**src/rtl/diff_comb_n_pkg.sv**
```systemverilog
// Shared constants, FSM state type and signed-range helpers for the diff_comb_n streaming differencer.
package diff_comb_n_pkg;

    localparam int N_DEFAULT = 18;
    localparam int M_MAX     = 16;
    localparam int CNT_W     = $clog2(M_MAX);

    typedef enum logic {
        ST_FILL = 1'b0,
        ST_RUN  = 1'b1
    } state_t;

    // N-bit patterns of the most positive / most negative two's-complement values.
    function automatic logic [63:0] smax_of(input int n);
        return (64'd1 << (n - 1)) - 64'd1;
    endfunction

    function automatic logic [63:0] smin_of(input int n);
        return 64'd1 << (n - 1);
    endfunction

endpackage

```
**src/rtl/diff_comb_n_delay.sv**
```systemverilog
// sample_delay_line: M-deep sample history with shift enable and synchronous clear; exposes the oldest tap.
module sample_delay_line #(
    parameter int N = 18,
    parameter int M = 1
) (
    input  logic         clk,
    input  logic         rst,
    input  logic         clear,
    input  logic         shift_en,
    input  logic [N-1:0] din,
    output logic [N-1:0] tap
);

    logic [N-1:0] hist_q [M];

    always_ff @(posedge clk or posedge rst) begin
        if (rst) begin
            for (int k = 0; k < M; k++) hist_q[k] <= '0;
        end else if (clear) begin
            for (int k = 0; k < M; k++) hist_q[k] <= '0;
        end else if (shift_en) begin
            hist_q[0] <= din;
            for (int k = 1; k < M; k++) hist_q[k] <= hist_q[k-1];
        end
    end

    assign tap = hist_q[M-1];

endmodule

```
**src/rtl/diff_comb_n.sv**
```systemverilog
// diff_comb_n: y[n] = x[n] - x[n-M] mod 2^N with valid/ready handshake and one registered output stage.
// Define DIFF_COMB_SAT_EN to saturate out_data on signed overflow instead of wrapping.
//
// state   | meaning
// ST_FILL | fewer than M samples accepted since rst/clear; history still partly zero
// ST_RUN  | history fully populated; primed=1, fill count frozen
module diff_comb_n
    import diff_comb_n_pkg::*;
#(
    parameter int N = N_DEFAULT,
    parameter int M = 1
) (
    input  logic         clk,
    input  logic         rst,
    input  logic         clear,
    input  logic         in_valid,
    output logic         in_ready,
    input  logic [N-1:0] in_data,
    output logic         out_valid,
    input  logic         out_ready,
    output logic [N-1:0] out_data,
    output logic         ovf,
    output logic         primed
);

    localparam logic [CNT_W-1:0] CNT_LAST = CNT_W'(M - 1);

    logic [N-1:0]     tap;
    logic             accept;
    logic [N:0]       diff_w;
    logic             ovf_d;
    logic [N-1:0]     res_d;
    logic [N-1:0]     out_data_q;
    logic             out_valid_q;
    logic             ovf_q;
    state_t           state_q, state_d;
    logic [CNT_W-1:0] cnt_q, cnt_d;

    assign in_ready = !out_valid_q || out_ready;
    // clear wins over a coincident accept: the sample never enters history or output.
    assign accept   = in_valid && in_ready && !clear;

    sample_delay_line #(.N(N), .M(M)) u_delay (
        .clk      (clk),
        .rst      (rst),
        .clear    (clear),
        .shift_en (accept),
        .din      (in_data),
        .tap      (tap)
    );

    assign diff_w = {in_data[N-1], in_data} - {tap[N-1], tap};
    assign ovf_d  = diff_w[N] ^ diff_w[N-1];

`ifdef DIFF_COMB_SAT_EN
    localparam logic [N-1:0] SAT_MAX = N'(smax_of(N));
    localparam logic [N-1:0] SAT_MIN = N'(smin_of(N));

    always_comb begin
        res_d = diff_w[N-1:0];
        if (ovf_d) res_d = diff_w[N] ? SAT_MIN : SAT_MAX;
    end
`else
    always_comb begin
        res_d = diff_w[N-1:0];
    end
`endif

    always_ff @(posedge clk or posedge rst) begin
        if (rst) begin
            out_data_q  <= '0;
            out_valid_q <= 1'b0;
            ovf_q       <= 1'b0;
        end else if (clear) begin
            out_data_q  <= '0;
            out_valid_q <= 1'b0;
            ovf_q       <= 1'b0;
        end else if (accept) begin
            out_data_q  <= res_d;
            out_valid_q <= 1'b1;
            ovf_q       <= ovf_d;
        end else if (out_ready) begin
            out_valid_q <= 1'b0;
        end
    end

    always_ff @(posedge clk or posedge rst) begin
        if (rst) begin
            state_q <= ST_FILL;
            cnt_q   <= '0;
        end else begin
            state_q <= state_d;
            cnt_q   <= cnt_d;
        end
    end

    always_comb begin
        state_d = state_q;
        cnt_d   = cnt_q;
        if (clear) begin
            state_d = ST_FILL;
            cnt_d   = '0;
        end else begin
            case (state_q)
                ST_FILL: begin
                    if (accept) begin
                        if (cnt_q == CNT_LAST) state_d = ST_RUN;
                        else                   cnt_d   = cnt_q + 1'b1;
                    end
                end
                ST_RUN:  state_d = ST_RUN;
                default: state_d = ST_FILL;
            endcase
        end
    end

    assign out_data  = out_data_q;
    assign out_valid = out_valid_q;
    assign ovf       = ovf_q;
    assign primed    = (state_q == ST_RUN);

endmodule

```
**config.mk**
```make
export PLATFORM = sky130hd
export DESIGN_NAME = diff_comb_n
export DESIGN_NICKNAME = d
export VERILOG_FILES = /design/src/rtl/diff_comb_n_pkg.sv /design/src/rtl/diff_comb_n_delay.sv /design/src/rtl/diff_comb_n.sv
export SDC_FILE = /design/constraint.sdc
export NUM_CORES = 1
export LEC_CHECK = 0
export ABC_AREA = 1
export CAP_MARGIN = 0
export CORE_MARGIN = 5
export CORE_UTILIZATION = 54
export CTS_CLUSTER_SIZE = 40
export DETAILED_ROUTE_END_ITERATION = 12
export GPL_TIMING_DRIVEN = 0
export PLACE_DENSITY = 0.86
export RECOVER_POWER = 100
export REMOVE_ABC_BUFFERS = 1
export SLEW_MARGIN = 5
export SYNTH_ARGS = -nofsm -noshare
export SYNTH_HDL_FRONTEND = slang
export SYNTH_SLANG_ARGS = --single-unit
export TNS_END_PERCENT = 100
```
**constraint.sdc**
```tcl
create_clock -name clk -period 1.9 [get_ports clk]
set_input_delay 0.285 -clock clk [delete_from_list [all_inputs] [get_ports clk]]
set_output_delay 0.285 -clock clk [all_outputs]
set_load 0.05 [all_outputs]
```
==> impl_metrics.py <==
metrics = {
    "cells_and_area": {
        "syn_to_final_growth_pct": 30.1,
        "multi_input_area_um2": 1620,
        "register_area_um2": 1080,
        "nets": 473,
        "final_common_cell": "nand2_1",
        "mostFrequentLayoutCells": "113 x nand2_1, 46 x inv_1, 43 x dfrtp_1",
        "fill_cells": 398,
        "drive_gt1_frac": 0.160,
        "diodes": 0,
    },
    "synthesis": {
        "synth_cell_type_count": 34,
        "ys_seq_area_frac": 0.388,
        "synthArstFlopShare": 1.00,
        "synth-warning-count": 0,
        "synthCells": 375,
        "postSynthAreaPerCell_um2": 7.40,
        "ys_seq_elements": 43,
        "synthFlopType": "dfrtp_1",
        "synth-edff-count": 0,
        "syn_area_um2": 2770,
    },
    "timing": {
        "drv_slew": 0,
        "rsz0062_at_grt": "yes",
        "hold_viol": 0,
        "fin_skew_ps": 3.25,
        "fmax_mhz": 531,
        "period_share": 0.991,
        "setup_tns_ps": 0,
        "period_minus_slack_ps": 1880,
        "slew_headroom": 0.294,
        "tightestPinTransition_ps": 1060,
        "setup_viol": 0,
    },
    "die": {
        "fp-row-count": 26,
        "initial_core_util": 0.550,
        "die_x_um": 81.7,
        "core_um2": 5040,
        "die_area_um2": 6670,
        "num_io_pins": 45,
        "dieHeight_um": 81.7,
    },
    "routing": {
        "wl_um": 7070,
        "drc": 0,
        "via_count": 2589,
        "first_iter_violations": 139,
        "ant_nets": 0,
        "viasPerCell": 5.18,
        "dr.pass1.iters": 4,
        "routedWlPerCell_um": 14.1,
    },
    "critical_path": {
        "crit_end": "out_data[10]$_DFFE_PP0P_",
        "path_class": "input port to register",
        "regToRegStartpoint": "u_delay.tap[9]$_DFFE_PP0P_",
        "worst-r2r-cell-count": 10,
        "cp-start-kind": "input port",
        "crit_fanout": 5,
        "cp.required_ps": 2120,
        "r2r-end": "out_data[10]$_DFFE_PP0P_",
        "startpoint": "in_data[9]",
        "reg2reg_slack_ps": 80,
        "arrival_ps": 2100,
        "endpoint_kind": "register",
    },
    "global_routing": {
        "grt_pass1_vias": 2471,
        "antenna_found_initial": 0,
        "grt_max_degree": 43,
        "gr-total-overflow": 0,
        "grt_first_pass_wirelength_um": 11100,
        "grtUsageTotal": 0.216,
    },
    "cts": {
        "clkTransAtPathRegs_ps": 80,
        "cts_max_level": 2,
        "cts.path.max_buffers": 2,
        "numCtsBuffers": 5,
        "root_buffer": "clkbuf_8",
        "cts_sinks": 43,
        "cts_tree": "done",
        "clk_latency_ps": 300,
    },
    "placed_design": {
        "port_buffers": 44,
        "gp_congestion": 0.873,
        "dp_hpwl_um": 4760,
    },
    "power": {
        "vdd_ir_drop_max_v": 0.000576,
        "powerDensity_nw_per_um2": 795,
        "p_leak_nw": 1.68,
        "fin_total_pwr_mw": 2.87,
    },
    "job": {
        "drv_cap": 0,
    },
    "outcome": {
        "status": "completed",
    },
    "worst_hold_path": {
        "hold_class": "input port to asynchronous set/reset pin",
    },
}
[per-stage QoR]
stage	hold WS [ps]	utilization	setup WS, ps	area (um^2)	instances
after detailed placement	467	0.651	-437	3280	484
after floorplan	348	-	41.8	2740	369
after global placement	463	0.647	-425	3260	483
final	276	0.716	16.2	3610	500
after CTS	158	0.682	10.1	3440	495
after global routing	277	0.716	-45.3	3610	500
[cell families after synthesis]
family	synth area share
flip-flops	0.388
buffers and inverters	0.0839
AO/OA/AOI/OAI	0.141
adder cells (fa/ha/maj)	0.0974
AND/OR/NAND/NOR	0.287
XOR/XNOR	0.00316
[registers in the layout, indices dropped and copies added (netlist names)]
signal       cells
cnt_q            4
out_data        18
out_valid        1
ovf              1
primed           1
u_delay.tap     18
[synthesized netlist by cell type, types with 2 or more instances]
cell type | count | area, um^2
nand2_1 | 118 | 443
inv_1 | 49 | 184
dfrtp_1 | 43 | 1080
o21ai_0 | 36 | 180
a21oi_1 | 23 | 115
ha_1 | 20 | 250
nand3_1 | 19 | 95.1
nor2_1 | 18 | 67.6
nand2_2 | 7 | 43.8
nand3b_1 | 6 | 45.0
o21ai_1 | 4 | 20.0
buf_2 | 3 | 15.0
inv_2 | 3 | 11.3
a21oi_2 | 2 | 17.5
nand3_2 | 2 | 20.0
nand4_1 | 2 | 12.5
nor2_4 | 2 | 22.5
o21ai_2 | 2 | 17.5
[power by group]
group	total (mW)	switching, mW	internal (mW)
Clock	0.739	0.314	0.425
Sequential	1.07	0.0549	1.01
Combinational	1.06	0.684	0.380
Total	2.87	1.05	1.82
[timing repair]
item                                    4_1_cts  5_1_grt
endpoints found under the setup margin        5       20
resized for setup                             7       30
buffers inserted                              3        4
pin swaps                                     5        8
gates cloned                                  0        1
hold buffers                                  0        0
[routing by layer]
metal	GRT usage	wire length (um)	vias up
met5	0	0	-
met4	0.0764	106	0
met3	0.0417	274	9
met2	0.357	3520	50
met1	0.282	3170	1214
li1	-	-	1316
[critical path: stages]
cell and delay, ps:
clkdlybuf4s50_1 510, ha_2 330, nand2_2 150, inv_1 70, a21oi_2 180, nand3_2 140
buf_4 170, nand2_1 50, nand2_1 60, o21ai_1 160
[worst min path at each step]
| stage | endpoint | slack [ps] |
|---|---|---|
| 4_1_cts | out_data[16]$_DFFE_PP0P_ | 160 |
| 6_report | out_data[16]$_DFFE_PP0P_ | 280 |
| 2_1_floorplan | out_valid$_DFFE_PP0P_ | 350 |
| 3_3_place_gp | out_data[7]$_DFFE_PP0P_ | 460 |
| 3_5_place_dp | out_data[16]$_DFFE_PP0P_ | 470 |
| 5_1_grt | out_data[16]$_DFFE_PP0P_ | 280 |
[layout make-up]
cell class	count	share of cell area
sequential	43	0.298
timing repair inverter	1	0.00208
clock buffer	6	0.0229
inverter	52	0.0551
clock inverter	2	0.00971
multi-input combinational	274	0.450
tap	70	0.0243
timing repair buffer	52	0.138
Power figures use the tool's default switching activity.
